===== config.mk =====
export PLATFORM = sky130hd
export DESIGN_NAME = sss_detector
export DESIGN_NICKNAME = d
export VERILOG_FILES = /design/src/rtl/sss_pkg.sv /design/src/rtl/sss_seq_gen.sv /design/src/rtl/sss_detector.sv
export SDC_FILE = /design/constraint.sdc
export NUM_CORES = 1
export LEC_CHECK = 0
export ABC_CLOCK_PERIOD_IN_PS = 7950
export CELL_PAD_IN_SITES_DETAIL_PLACEMENT = 2
export CELL_PAD_IN_SITES_GLOBAL_PLACEMENT = 2
export CORE_MARGIN = 2
export CORE_UTILIZATION = 36
export CTS_CLUSTER_SIZE = 24
export DETAILED_ROUTE_END_ITERATION = 7
export MAX_ROUTING_LAYER = met4
export PLACE_DENSITY = 0.86
export SLEW_MARGIN = 10
export SYNTH_ARGS = -nofsm -noshare
export SYNTH_HDL_FRONTEND = slang
export SYNTH_HIERARCHICAL = 1
export SYNTH_SLANG_ARGS = --single-unit

===== constraint.sdc =====
create_clock -name clk_i -period 7.95 [get_ports clk_i]
set_clock_uncertainty 0.15 [all_clocks]
set_input_delay 0.795 -clock clk_i [delete_from_list [all_inputs] [get_ports clk_i]]
set_output_delay 0.795 -clock clk_i [all_outputs]
set_load 0.005 [all_outputs]

===== src/rtl/sss_pkg.sv =====
// Shared constants, FSM state type and the two reference m-sequences for the
// NR SSS detector.
package sss_pkg;

    localparam int N_ID_1_MAX = 335;
    localparam int SSS_LEN    = 127;
    localparam int N_ID_MAX   = 1007;

    typedef enum logic [1:0] {
        ST_IDLE,
        ST_COLLECT,
        ST_SEARCH,
        ST_OUTPUT
    } state_t;

    // x0(i+7) = x0(i+4) ^ x0(i), seeded 1,0,0,0,0,0,0; bit i of the result is x0(i).
    function automatic logic [SSS_LEN-1:0] gen_x0();
        logic [SSS_LEN-1:0] x;
        x    = '0;
        x[0] = 1'b1;
        for (int i = 0; i < SSS_LEN - 7; i++) begin
            x[i+7] = x[i+4] ^ x[i];
        end
        return x;
    endfunction

    // x1(i+7) = x1(i+1) ^ x1(i), same seed as x0.
    function automatic logic [SSS_LEN-1:0] gen_x1();
        logic [SSS_LEN-1:0] x;
        x    = '0;
        x[0] = 1'b1;
        for (int i = 0; i < SSS_LEN - 7; i++) begin
            x[i+7] = x[i+1] ^ x[i];
        end
        return x;
    endfunction

endpackage


===== src/rtl/sss_seq_gen.sv =====
// Combinational SSS reference bit e(n) for a given (N_id_1, N_id_2, n):
// cyclic shifts m0/m1 applied to constant x0/x1 ROMs with mod-127 index adders.
module sss_seq_gen
    import sss_pkg::*;
(
    input  logic [8:0] n_id_1,
    input  logic [1:0] n_id_2,
    input  logic [6:0] n,
    output logic       e
);

    localparam logic [SSS_LEN-1:0] X0 = gen_x0();
    localparam logic [SSS_LEN-1:0] X1 = gen_x1();

    logic [6:0] grp_off;
    logic [6:0] m0;
    logic [6:0] m1;
    logic [7:0] i0_sum;
    logic [7:0] i1_sum;
    logic [6:0] i0;
    logic [6:0] i1;

    // Shift derivation, modular index wrap and ROM lookup.
    always_comb begin
        // NOTE: every always_comb output gets a default first so no path can infer a latch.
        grp_off = 7'd0;
        m1      = n_id_1[6:0];
        // m1 = N_id_1 mod 112 always fits 7 bits, so mod-128 subtraction is exact.
        if (n_id_1 >= 9'd224) begin
            grp_off = 7'd30;
            m1      = n_id_1[6:0] - 7'd96;
        end else if (n_id_1 >= 9'd112) begin
            grp_off = 7'd15;
            m1      = n_id_1[6:0] - 7'd112;
        end
        // 5*N_id_2 as 4*N_id_2 + N_id_2.
        m0     = grp_off + {3'd0, n_id_2, 2'b00} + {5'd0, n_id_2};
        i0_sum = {1'b0, n} + {1'b0, m0};
        i1_sum = {1'b0, n} + {1'b0, m1};
        // Both sums stay below 254, so one conditional subtract is a full mod 127.
        i0     = (i0_sum >= 8'd127) ? 7'(i0_sum - 8'd127) : i0_sum[6:0];
        i1     = (i1_sum >= 8'd127) ? 7'(i1_sum - 8'd127) : i1_sum[6:0];
        e      = ~(X0[i0] ^ X1[i1]);
    end

endmodule


===== src/rtl/sss_detector.sv =====
// NR SSS detector: collects 127 hard bits, scores all 336 N_id_1 candidates
// one bit-compare per cycle, and reports the best N_id_1 and N_id.
module sss_detector
    import sss_pkg::*;
(
    input  logic       clk_i,
    input  logic       reset_ni,
    input  logic [1:0] N_id_2_i,
    input  logic       N_id_2_valid_i,
    input  logic       s_axis_in_tdata,
    input  logic       s_axis_in_tvalid,
    output logic [8:0] m_axis_out_tdata,
    output logic       m_axis_out_tvalid,
    output logic [9:0] N_id_o
);

    state_t             state;
    state_t             state_next;
    logic [1:0]         n_id_2;
    logic [6:0]         cnt;
    logic [SSS_LEN-1:0] rx_buf;
    logic [8:0]         cand;
    logic [6:0]         n_idx;
    logic [7:0]         score;
    logic [7:0]         best_score;
    logic [8:0]         best_id;
    logic               exp_bit;
    logic               match;
    logic [7:0]         cand_score;
    logic               collect_last;
    logic               cand_last;
    logic               search_last;

    sss_seq_gen u_seq_gen (
        .n_id_1 (cand),
        .n_id_2 (n_id_2),
        .n      (n_idx),
        .e      (exp_bit)
    );

    // Compare of the current (candidate, n) pair and end-of-phase flags.
    always_comb begin
        match        = (rx_buf[n_idx] == exp_bit);
        cand_score   = score + {7'd0, match};
        collect_last = s_axis_in_tvalid && (cnt == 7'(SSS_LEN - 1));
        cand_last    = (n_idx == 7'(SSS_LEN - 1));
        search_last  = cand_last && (cand == 9'(N_ID_1_MAX));
    end

    // State register.
    always_ff @(posedge clk_i) begin
        // NOTE: sequential state uses non-blocking assignments so all registers update together.
        if (!reset_ni) state <= ST_IDLE;
        else           state <= state_next;
    end

    // Next-state logic; a new N_id_2 strobe restarts collection from any state.
    always_comb begin
        state_next = state;
        if (N_id_2_valid_i) begin
            state_next = ST_COLLECT;
        end else begin
            unique case (state)
                ST_IDLE:    state_next = ST_IDLE;
                ST_COLLECT: if (collect_last) state_next = ST_SEARCH;
                ST_SEARCH:  if (search_last)  state_next = ST_OUTPUT;
                ST_OUTPUT:  state_next = ST_COLLECT;
                default:    state_next = ST_IDLE;
            endcase
        end
    end

    // Bit buffer, candidate scoring and result registers.
    always_ff @(posedge clk_i) begin
        if (!reset_ni) begin
            // NOTE: the rx buffer is plain flops, not RAM, so it can be cleared here.
            n_id_2            <= '0;
            cnt               <= '0;
            rx_buf            <= '0;
            cand              <= '0;
            n_idx             <= '0;
            score             <= '0;
            best_score        <= '0;
            best_id           <= '0;
            m_axis_out_tdata  <= '0;
            m_axis_out_tvalid <= 1'b0;
            N_id_o            <= '0;
        end else begin
            m_axis_out_tvalid <= 1'b0;
            if (N_id_2_valid_i) begin
                // Strobe wins: any bit presented in this cycle is dropped.
                n_id_2 <= N_id_2_i;
                cnt    <= '0;
            end else begin
                unique case (state)
                    ST_COLLECT: begin
                        if (s_axis_in_tvalid) begin
                            rx_buf[cnt] <= s_axis_in_tdata;
                            cnt         <= cnt + 7'd1;
                            if (collect_last) begin
                                cnt        <= '0;
                                cand       <= '0;
                                n_idx      <= '0;
                                score      <= '0;
                                best_score <= '0;
                                best_id    <= '0;
                            end
                        end
                    end
                    ST_SEARCH: begin
                        if (cand_last) begin
                            // Strictly greater keeps the lowest N_id_1 on a tie.
                            if (cand_score > best_score) begin
                                best_score <= cand_score;
                                best_id    <= cand;
                            end
                            score <= '0;
                            n_idx <= '0;
                            cand  <= cand + 9'd1;
                        end else begin
                            score <= cand_score;
                            n_idx <= n_idx + 7'd1;
                        end
                    end
                    ST_OUTPUT: begin
                        m_axis_out_tdata  <= best_id;
                        N_id_o            <= ({1'b0, best_id} << 1) + {1'b0, best_id} + {8'd0, n_id_2};
                        m_axis_out_tvalid <= 1'b1;
                        cnt               <= '0;
                    end
                    default: ;
                endcase
            end
        end
    end

endmodule


==> run_results.csv, run 1 <==
group,metric,value,unit
route,vias_per_cell,6.62,
timing,maxClockFrequency,0.114,GHz
clock_tree,tritoncts_clock_tree,"yes",
timing,post-route-min-period,8800,ps
power_and_ir_drop,total_leakage_power,0.00522,uW
logic_synthesis,syn_nets,1625,
grt,global_route_wire_length_before_repair,94900,microns
grt,via_count_of_the_first_global_routing_pass,15026,
logic_synthesis,async_set_or_reset_register_ratio_after_synthesis,0,%
route,postRouteWirelength,63000,microns
final_layout,design_area,0.0150,sq mm
grt,track_usage,33.7,%
timing,finalHoldViolCount,0,
power_and_ir_drop,p_int,1550,uW
clock_tree,clock_path_buffers,2,
placement,globalplace.congestion,0.851,
floorplan,coreArea,0.0355,sq mm
timing,timing_max_transition_violations_final,0,
logic_synthesis,number_of_enable_type_register_cells_in_the_synthesized_netlist,0,
clock_tree,cts.sinks,199,
grt,grt-ovfl-total,0,
route,detail_route.first_pass.iterations,6,
timing,maxSlewHeadroom,9.35,%
logic_synthesis,synth_cell_types,100,
flow_run,number_of_violations_of_the_max_capacitance_limit,0,
placement,placement.cell_area,0.0138,sq mm
critical_path,path_max_fanout,4,
critical_path,cpPeakStageDelay,400,ps
clock_tree,cts.reportedPaths.clkPinSlew,90,ps
final_layout,drive_gt1_share,15.1,%
final_layout,area_growth,16.1,%
power_and_ir_drop,power.share.switching,27.6,%
clock_tree,cts-buffers-inserted,17,
floorplan,core.rowCount,69,
route,drt-wirelength-per-cell,30.7,microns
floorplan,die-width,194,microns
status,run_status,"finished with violations",
power_and_ir_drop,power_per_standard_cell_area,143,mW/mm^2
logic_synthesis,syn_area,0.0129,sq mm
critical_path,critPathKind,"flop to flop",
logic_synthesis,syn_avg_cell_area,8.39,sq um
critical_path,worst_path_most_repeated_cell,"ha_4",
power_and_ir_drop,seqPwrFrac,46.6,%
timing,tightest_slew,1360,ps
grt,antenna_found_initial,1,
status,failed_checks,"setup timing",
clock_tree,worst_skew_pair.late_latency,490,ps
worst_hold_path,holdCritPathClass,"flop to flop",
critical_path,crit_buf_inv,2,
logic_synthesis,ys_ff_latch,199,
logic_synthesis,post_synth_inst_count,1542,
final_layout,fin_util,42.4,%
critical_path,crit_arrival,9040,ps
route,vias,13555,
floorplan,initial_core_util,36.5,%
placement,dpl.hpwl,31900,microns
floorplan,dieArea,0.0375,sq mm
timing,rsz_0062_raised_after_global_routing,"yes",
route,remaining_number_of_nets_flagged_by_the_antenna_check_after_routing,0,
floorplan,num_io_pins,27,
power_and_ir_drop,max-vdd-ir-drop,0.125,mV
floorplan,die_height,194,microns
timing,period_utilisation_layout,111,%
final_layout,final_nets,1657,
logic_synthesis,synth_seq_area_share,30.8,%
grt,grt_start_max_net_pins,136,
critical_path,critical-path-slowest-cell,"xnor2_2",
route,initialDrtViolationCount,1296,
placement,port-buffer-count,26,
critical_path,end_kind,"flop",
critical_path,startpoint_kind_of_the_worst_setup_timing_path,"flop",
power_and_ir_drop,logic_gate_share_of_total_power,6.2,%
timing,hold_slack,339,ps
power_and_ir_drop,total_switching_power,593,uW
timing,finalSetupViolCount,17,
critical_path,path_delay_family,"compound AO/OA/AOI/OAI gates",
logic_synthesis,ys_warn_count,6,
critical_path,cp.required,8190,ps
clock_tree,clockRootBuffer,"clkbuf_16",
logic_synthesis,ys_dominant_reg_cell,"dfxtp_1",
power_and_ir_drop,clock_power_share,47.2,%
route,drc,0,
timing,layout_setup_ws,-852,ps
clock_tree,ctsHtreeMaxLevel,4,
clock_tree,postCtsHoldBufs,0,
-- tightest hold or removal path: stages (launching register included) --
cell and delay (ps):
dfxtp_1 320, nand2_1 60, a21boi_0 70
-- sequential cells by signal, summed over array words and instances, names as in the netlist --
signal             count
state                  2
cand                   9
n_id_2                 2
N_id_o                10
best_id                9
m_axis_out_tdata       9
m_axis_out_tvalid      1
score                  8
n_idx                  7
best_score             8
cnt                    7
rx_buf               127
-- layer usage --
layer  vias to the layer above  GRT usage [%]  share of wire, %
li1                       5668              -                 -
met1                      6903           35.7                38
met2                       651           57.0                50
met3                       333           6.61               5.7
met4                         0           22.3               6.8
met5                         -              -                 0
-- path summary, 6_finish.rpt --
path | start | endpoint | slack, ps | depth (start not counted)
max reg2reg | cand[0] | best_id[6] | -850 | 41
min reg2reg | m_axis_out_tdata[3] | m_axis_out_tdata[3] | 340 | 2
max | cand[0] | best_id[6] | -850 | 41
min | m_axis_out_tdata[3] | m_axis_out_tdata[3] | 340 | 2
-- placed cells by master (no fill, tap or decap), types with 14 or more instances in the layout --
cell	count
a21boi_0	140
a21oi_1	30
buf_4	84
clkbuf_16	17
clkdlybuf4s50_1	24
dfxtp_1	194
ha_1	64
inv_1	40
mux2i_1	50
nand2_1	123
nand3_1	180
nand4_1	16
nor2_1	71
nor2b_1	25
nor3_1	21
o21ai_0	158
xnor2_1	14
xor2_1	17
-- Yosys cell counts (5+ instances only) --
cell type / count / share of area (%)
nor4_1: 6 / 0.29
nand2_1: 124 / 3.6
ha_1: 71 / 6.9
xor2_1: 20 / 1.4
dfxtp_1: 199 / 31
fa_1: 5 / 0.77
or3_1: 6 / 0.29
nand3b_1: 6 / 0.35
o21ai_1: 6 / 0.23
a21oi_1: 35 / 1.4
o21ai_0: 162 / 6.3
mux2_2: 5 / 0.44
nand3_1: 184 / 7.1
xnor2_1: 18 / 1.2
mux4_2: 13 / 2.3
and2_1: 12 / 0.58
and3_1: 14 / 0.68
nor3_1: 22 / 0.85
a21boi_0: 142 / 8.2
inv_1: 41 / 1.2
buf_2: 17 / 0.66
nand2b_1: 14 / 0.68
a21o_1: 6 / 0.35
o31ai_1: 7 / 0.41
buf_6: 10 / 0.87
a211oi_1: 8 / 0.46
mux2i_1: 58 / 4.5
clkbuf_1: 65 / 1.9
nor3b_1: 8 / 0.46
nor2_1: 73 / 2.1
a22oi_1: 9 / 0.52
o211ai_1: 8 / 0.46
nand4_1: 16 / 0.77
nor2b_1: 26 / 1.3
a31oi_1: 10 / 0.48
a21boi_1: 9 / 0.52
-- cells by family (layout without fill, tap and decap cells) --
kind of cell / count (synthesis) / count (layout) / synth area share [%]
XOR/XNOR: 42 / 42 / 3.16
flip-flops: 199 / 199 / 30.8
AO/OA/AOI/OAI: 456 / 456 / 23.5
buffers and inverters: 143 / 188 / 5.12
adder cells (fa/ha/maj): 76 / 76 / 7.64
other: 0 / 1 / 0
AND/OR/NAND/NOR: 546 / 546 / 21.8
multiplexers: 80 / 80 / 7.99
-- layout make-up --
cell class | instances | area, sq um
well taps | 461 | 577
inverters | 43 | 164
multi-input cells | 1200 | 8700
clock inverters | 15 | 195
repair buffers | 113 | 968
diodes | 1 | 2.50
clock buffers | 17 | 425
fillers | 3814 | 20500
flip-flops and latches | 199 | 4000
-- repair_timing --
item | 4_1_cts | 5_1_grt
endpoints found under the setup margin | 20 | 19
setup buffers | 23 | 6
gates resized for setup | 52 | 33
cloned | 2 | 0
hold endpoints to repair | 0 | 0
pin swaps | 26 | 23
-- power groups by stage --
stage	Sequential (uW)	Combinational (uW)	Clock, uW
2_1_floorplan	1020	80.1	0
3_3_place_gp	1020	111	0
3_5_place_dp	1020	117	0
4_1_cts	1000	127	978
5_1_grt	1000	142	1040
6_report	999	134	1010
-- per-stage QoR --
step                TNS, ps  worst slack [ps]  power (uW)  std cells
floorplan                 0              45.3        1100       1542
global placement          0              14.6        1130       1997
detailed placement   -12200              -762        1140       1997
CTS                   -8610              -517        2100       2054
global route         -17420             -1080        2190       2049
finish               -13410              -852        2150       2049
Power figures use the tool's default switching activity.
==> inputs of run 2 (changes only) <==
--- a/config.mk
+++ b/config.mk
@@ -5,7 +5,7 @@
 export SDC_FILE = /design/constraint.sdc
 export NUM_CORES = 1
 export LEC_CHECK = 0
-export ABC_CLOCK_PERIOD_IN_PS = 7950
+export CAP_MARGIN = 20
 export CELL_PAD_IN_SITES_DETAIL_PLACEMENT = 2
 export CELL_PAD_IN_SITES_GLOBAL_PLACEMENT = 2
 export CORE_MARGIN = 2
==> run_results.csv, run 2 (synthesis results as in run 1) <==
group,metric,value,unit
status,run_status,"finished with violations",
status,failed_checks,"setup timing",
final_layout,most-common-layout-cells,"dfxtp_1, nand3_1, o21ai_0, a21boi_0, nand2_1",
critical_path,cpPeakStageDelay,380,ps
placement,dpl.hpwl,32300,microns
final_layout,final_nets,1669,
critical_path,path_max_fanout,8,
grt,grt-ovfl-total,0,
grt,grt_start_max_net_pins,136,
route,detail_route.first_pass.iterations,6,
critical_path,number_of_cells_on_the_worst_reg_to_reg_path,40,
floorplan,core.rowCount,69,
final_layout,drive_gt1_share,16.6,%
floorplan,die-width,194,microns
floorplan,initial_core_util,36.5,%
clock_tree,clock_path_buffers,2,
critical_path,crit_arrival,9020,ps
final_layout,layout.cells.most_common,"dfxtp_1",
final_layout,largest_register_ffs,127,
timing,finalSetupViolCount,18,
clock_tree,ctsHtreeMaxLevel,4,
final_layout,largest_registers,"rx_buf: 127 flops, N_id_o: 10 flops",
grt,via_count_of_the_first_global_routing_pass,15012,
timing,rsz_0062_raised_after_global_routing,"yes",
critical_path,cp.required,8200,ps
timing,totalNegativeSetupSlack,-12400,ps
clock_tree,tritoncts_clock_tree,"yes",
route,drc,0,
power_and_ir_drop,power_per_standard_cell_area,140,mW/mm^2
route,drt-wirelength-per-cell,32.3,microns
clock_tree,clockRootBuffer,"clkbuf_16",
critical_path,critical-path-slowest-cell,"dfxtp_1",
worst_hold_path,holdCritPathClass,"flop to flop",
power_and_ir_drop,max-vdd-ir-drop,0.144,mV
worst_hold_path,worst_hold_path.num_cells,2,
timing,period_utilisation_layout,110,%
power_and_ir_drop,total_leakage_power,0.00530,uW
final_layout,regMostFlops,"rx_buf",
route,initialDrtViolationCount,1264,
timing,tightest_slew,1270,ps
route,remaining_number_of_nets_flagged_by_the_antenna_check_after_routing,0,
route,postRouteWirelength,66600,microns
floorplan,num_io_pins,27,
clock_tree,worst_skew_pair.late_latency,490,ps
timing,maxSlewHeadroom,15.1,%
final_layout,fin_util,42.9,%
grt,track_usage,33.1,%
critical_path,critPathKind,"flop to flop",
placement,port-buffer-count,26,
floorplan,coreArea,0.0355,sq mm
timing,layout_setup_ws,-824,ps
floorplan,dieArea,0.0375,sq mm
placement,place_worst_setup_slack,-725,ps
flow_run,number_of_violations_of_the_max_capacitance_limit,0,
timing,timing_max_transition_violations_final,0,
critical_path,startpoint_kind_of_the_worst_setup_timing_path,"flop",
route,vias_per_cell,6.77,
grt,global_route_wire_length_before_repair,93800,microns
clock_tree,cts.sinks,199,
critical_path,end_kind,"flop",
route,vias,13949,
timing,finalHoldViolCount,0,
timing,maxClockFrequency,0.114,GHz
floorplan,die_height,194,microns
final_layout,area_growth,17.7,%
timing,post-route-min-period,8770,ps
grt,antenna_found_initial,1,
clock_tree,cts-buffers-inserted,17,
timing,hold_slack,339,ps
critical_path,worst_path_most_repeated_cell,"ha_4",
clock_tree,cts.reportedPaths.clkPinSlew,90,ps
placement,globalplace.congestion,0.851,
==> run 2: cell count changes in the layout (fill, tap and decap cells not counted), moves of 3 or more <==
cell and delta:
buf_4 +4, buf_6 +4, dfxtp_1 -3, ha_2 +4
ha_1 -6, dfxtp_2 +5, mux2i_1 -4, mux2i_2 +4
==> run 2: final cells by class <==
type                       instances  area [sq um]
fill                            3777         20300
multi-input combinational       1200          8780
sequential                       199          3990
timing repair buffer             125          1110
tap                              461           577
clock buffer                      18           429
clock inverter                    14           174
inverter                          43           164
antenna                            1          2.50
==> run 2: where the power goes <==
group | internal, uW | leakage, uW | switching [uW]
registers | 997 | 0.00161 | 2.85
logic | 54.4 | 0.00340 | 87.8
clock network | 500 | 0.000289 | 494
==> run 2: metal layers <==
layer | routed length (microns) | up-vias | track usage (%) | share of wire [%]
li1 | - | 5686 | - | -
met1 | 24200 | 6993 | 35.4 | 36
met2 | 32500 | 880 | 56.6 | 49
met3 | 4480 | 390 | 5.42 | 6.7
met4 | 5420 | 0 | 22.0 | 8.1
met5 | 0 | - | - | 0
==> run 2: worst paths after layout <==
kind	startpoint	end	slack, ps
worst max-delay path	cand[6]	best_id[6]	-820
worst min-delay path	rx_buf[94]	rx_buf[94]	340
worst max register to register	cand[6]	best_id[6]	-820
worst min register to register	rx_buf[94]	rx_buf[94]	340
==> run 2: repair_timing <==
action | 4_1_cts | 5_1_grt
gates cloned | 2 | 0
hold buffers | 0 | 0
setup buffers | 18 | 10
resized for setup | 54 | 51
pin swaps | 27 | 32
endpoints found under the setup margin | 20 | 19
==> run 2: metrics by stage <==
stage | cell area, sq um | instances | power (uW)
floorplan | 12900 | 1542 | 1100
global route | 15200 | 2061 | 2160
detailed placement | 13800 | 1999 | 1140
CTS | 14900 | 2051 | 2080
finish | 15200 | 2061 | 2140
global placement | 13800 | 1997 | 1130
==> run 2: worst max-delay path: cells and delay by family (launching register included) <==
family                     cells  cell delay [ps]
adders and majority gates      8             2200
AOI/OAI and AO/OA             12             2100
and+or+nand+nor                8             1360
muxes                          4              960
xor gates and xnor gates       4              870
buffers and inverters          4              630
DFF                            1              380
==> edit (flow settings as in run 1) <==
Register the output `m_axis_out_tvalid` once more, with the module's reset; this adds one clock of latency there. The other outputs are not delayed to match.
--- a/src/rtl/sss_detector.sv
+++ b/src/rtl/sss_detector.sv
@@ -13,6 +13,8 @@
     output logic       m_axis_out_tvalid,
     output logic [9:0] N_id_o
 );
+
+    logic m_axis_out_tvalid_s0;
 
     state_t             state;
     state_t             state_next;
@@ -83,10 +85,10 @@
             best_score        <= '0;
             best_id           <= '0;
             m_axis_out_tdata  <= '0;
-            m_axis_out_tvalid <= 1'b0;
+            m_axis_out_tvalid_s0 <= 1'b0;
             N_id_o            <= '0;
         end else begin
-            m_axis_out_tvalid <= 1'b0;
+            m_axis_out_tvalid_s0 <= 1'b0;
             if (N_id_2_valid_i) begin
                 // Strobe wins: any bit presented in this cycle is dropped.
                 n_id_2 <= N_id_2_i;
@@ -125,7 +127,7 @@
                     ST_OUTPUT: begin
                         m_axis_out_tdata  <= best_id;
                         N_id_o            <= ({1'b0, best_id} << 1) + {1'b0, best_id} + {8'd0, n_id_2};
-                        m_axis_out_tvalid <= 1'b1;
+                        m_axis_out_tvalid_s0 <= 1'b1;
                         cnt               <= '0;
                     end
                     default: ;
@@ -134,5 +136,13 @@
         end
     end
 
+    always_ff @(posedge clk_i) begin
+        if (!reset_ni) begin
+            m_axis_out_tvalid <= '0;
+        end else begin
+            m_axis_out_tvalid <= m_axis_out_tvalid_s0;
+        end
+    end
+
 endmodule
 
Function: same outputs for any inputs over 4 cycles, from zero or initial values and one cycle with reset_ni low; that may be too few to reach the edited logic, so the function may still have changed.
==> edit against run 1 <==
  * The run still ends with setup timing left
  * Critical path depth rose by 2
  * Sequential cell count is 1 higher
  * Worst setup slack worse by 0.13 ns
  * Power decreased by 3.4%
  * Fmax is 1.5% lower
  * Wire length fell by 5.7%
  * Global-route usage down 2.9 points
  * Die area decreased by 1.0%
  * Synthesized area is 1.1% lower
  * Highest routed layer unchanged
  * Cell area down 0.15%
  * Synthesized cell count down 0.32%
  * First-iteration DRC count decreased by 17%
==> edit: results (changes against run 1) <==
\begin{tabular}{lr}
\hline
Metric & Value \\
\hline
\multicolumn{2}{l}{\textbf{Synth}} \\
Synth area leaders & dfxtp\_1 (31\%), a21boi\_0 (8.3\%), nand3\_1 (7.1\%), ha\_1 (6.9\%), o21ai\_0 (6.5\%) \\
Net count after synthesis & 1620 (-0.31\%) \\
Post-synth top cells & dfxtp\_1 (200), nand3\_1 (181), o21ai\_0 (166), a21boi\_0 (142), nand2\_1 (125) \\
Multiplexer fraction of the synthesized cell area & 7.90\% (-0.091 points) \\
Portion of the post-synthesis area used by sequential elements & 31.3\% (+0.48 points) \\
Count of different cell masters after synthesis & 93 (-7.0\%) \\
Compound-cell area share of the yosys netlist & 23.6\% (+0.11 points) \\
\multicolumn{2}{l}{\textbf{STA}} \\
Minimum setup slack in the final design & -0.986 ns (-0.135 ns) \\
Sum of negative setup slack & -15.34 ns (-1.93 ns) \\
Pin slew with the least headroom to its limit & 1.26 ns (-0.101 ns) \\
Total setup violations reported at the end of the flow & 17 (unchanged) \\
\multicolumn{2}{l}{\textbf{Placement}} \\
Placed Instances & 1984 (-0.65\%) \\
Final weighted congestion in routability-driven placement & 0.853 (+0.34\%) \\
DP Worst Slack & -0.622 ns (+0.141 ns) \\
\multicolumn{2}{l}{\textbf{Detailed routing}} \\
Final routed wirelength across all metal layers & 59400 um (-5.7\%) \\
Average wire per cell in the routed design & 29.1 um (-5.4\%) \\
Iteration count of the initial detailed-routing pass & 5 (-1) \\
Iter 0 DRT Violations & 1070 (-17\%) \\
\multicolumn{2}{l}{\textbf{Global routing}} \\
Pin count of the biggest net entering global routing & 102 (-25\%) \\
Via count of the first global-routing pass & 13900 (-7.2\%) \\
Total global-route track usage & 30.8\% (-2.9 points) \\
\multicolumn{2}{l}{\textbf{Cells and area}} \\
Net count reported at finish & 1650 (-0.42\%) \\
\multicolumn{2}{l}{\textbf{Outcome}} \\
Violations in the final reports & setup timing \\
Outcome & finished with violations \\
\multicolumn{2}{l}{\textbf{Power}} \\
IR drop worst, VDD & 0.182 mV (+45\%) \\
\multicolumn{2}{l}{\textbf{Critical path}} \\
Slowest cell on the critical path & dfxtp\_2 \\
\hline
\end{tabular}
[edit: path summary, 6_finish.rpt]
check / slack [ns] / from / endpoint / cells after the start
worst max-delay path: -0.99 / cand[0] / best_score[5] / 43
worst min-delay path: 0.29 / m_axis_out_tvalid_s0 / m_axis_out_tvalid / 1
worst max register to register: -0.99 / cand[0] / best_score[5] / 43
worst min register to register: 0.29 / m_axis_out_tvalid_s0 / m_axis_out_tvalid / 1
[edit: power breakdown]
group          switching (mW)  internal (mW)
Combinational          0.0902         0.0522
Clock                   0.483          0.441
Sequential            0.00338           1.00
[edit: worst max-delay path, delay by kind of cell, from the launching register on]
kind	cells	cell delay, ns
adders and majority gates	6	1.52
and+or+nand+nor	11	2.07
DFF	1	0.35
xor gates and xnor gates	5	1.06
buffers and inverters	5	0.73
AOI/OAI and AO/OA	12	2.15
muxes	4	0.77
[edit: final cells by class]
class                           count  area [um2]
Multi-Input combinational cell   1191        8700
Sequential cell                   200        4010
Antenna cell                        1        2.50
Fill cell                        3863       20300
Clock inverter                     13         136
Clock buffer                       18         429
Timing Repair Buffer              113         981
Inverter                           44         168
Tap cell                          461         577
[edit: metrics by stage]
| stage | instance area, um2 | hold slack, ns | power [mW] |
|---|---|---|---|
| 2_1_floorplan | 12800 | 0.262 | 1.11 |
| 3_3_place_gp | 13700 | 0.264 | 1.14 |
| 3_5_place_dp | 13700 | 0.278 | 1.14 |
| 4_1_cts | 14700 | 0.298 | 2.06 |
| 5_1_grt | 15000 | 0.300 | 2.12 |
| 6_report | 15000 | 0.291 | 2.07 |
[edit: cell families after synthesis]
group	Yosys count
adder cells (fa/ha/maj)	76
AO/OA/AOI/OAI	458
multiplexers	71
buffers and inverters	146
AND/OR/NAND/NOR	544
flip-flops	200
XOR/XNOR	42
[edit: layer usage]
layer	share of wire, %	GRT usage, %	vias to the layer above
li1	-	-	5618
met1	39	34.2	6631
met2	50	53.5	514
met3	4.6	4.69	223
met4	5.6	15.4	0
met5	0	-	-
[edit: repair_timing]
action / 4_1_cts / 5_1_grt
endpoints found under the setup margin: 18 / 18
cloned: 2 / 0
buffers inserted: 15 / 8
resized for setup: 51 / 44
pin swaps: 27 / 28
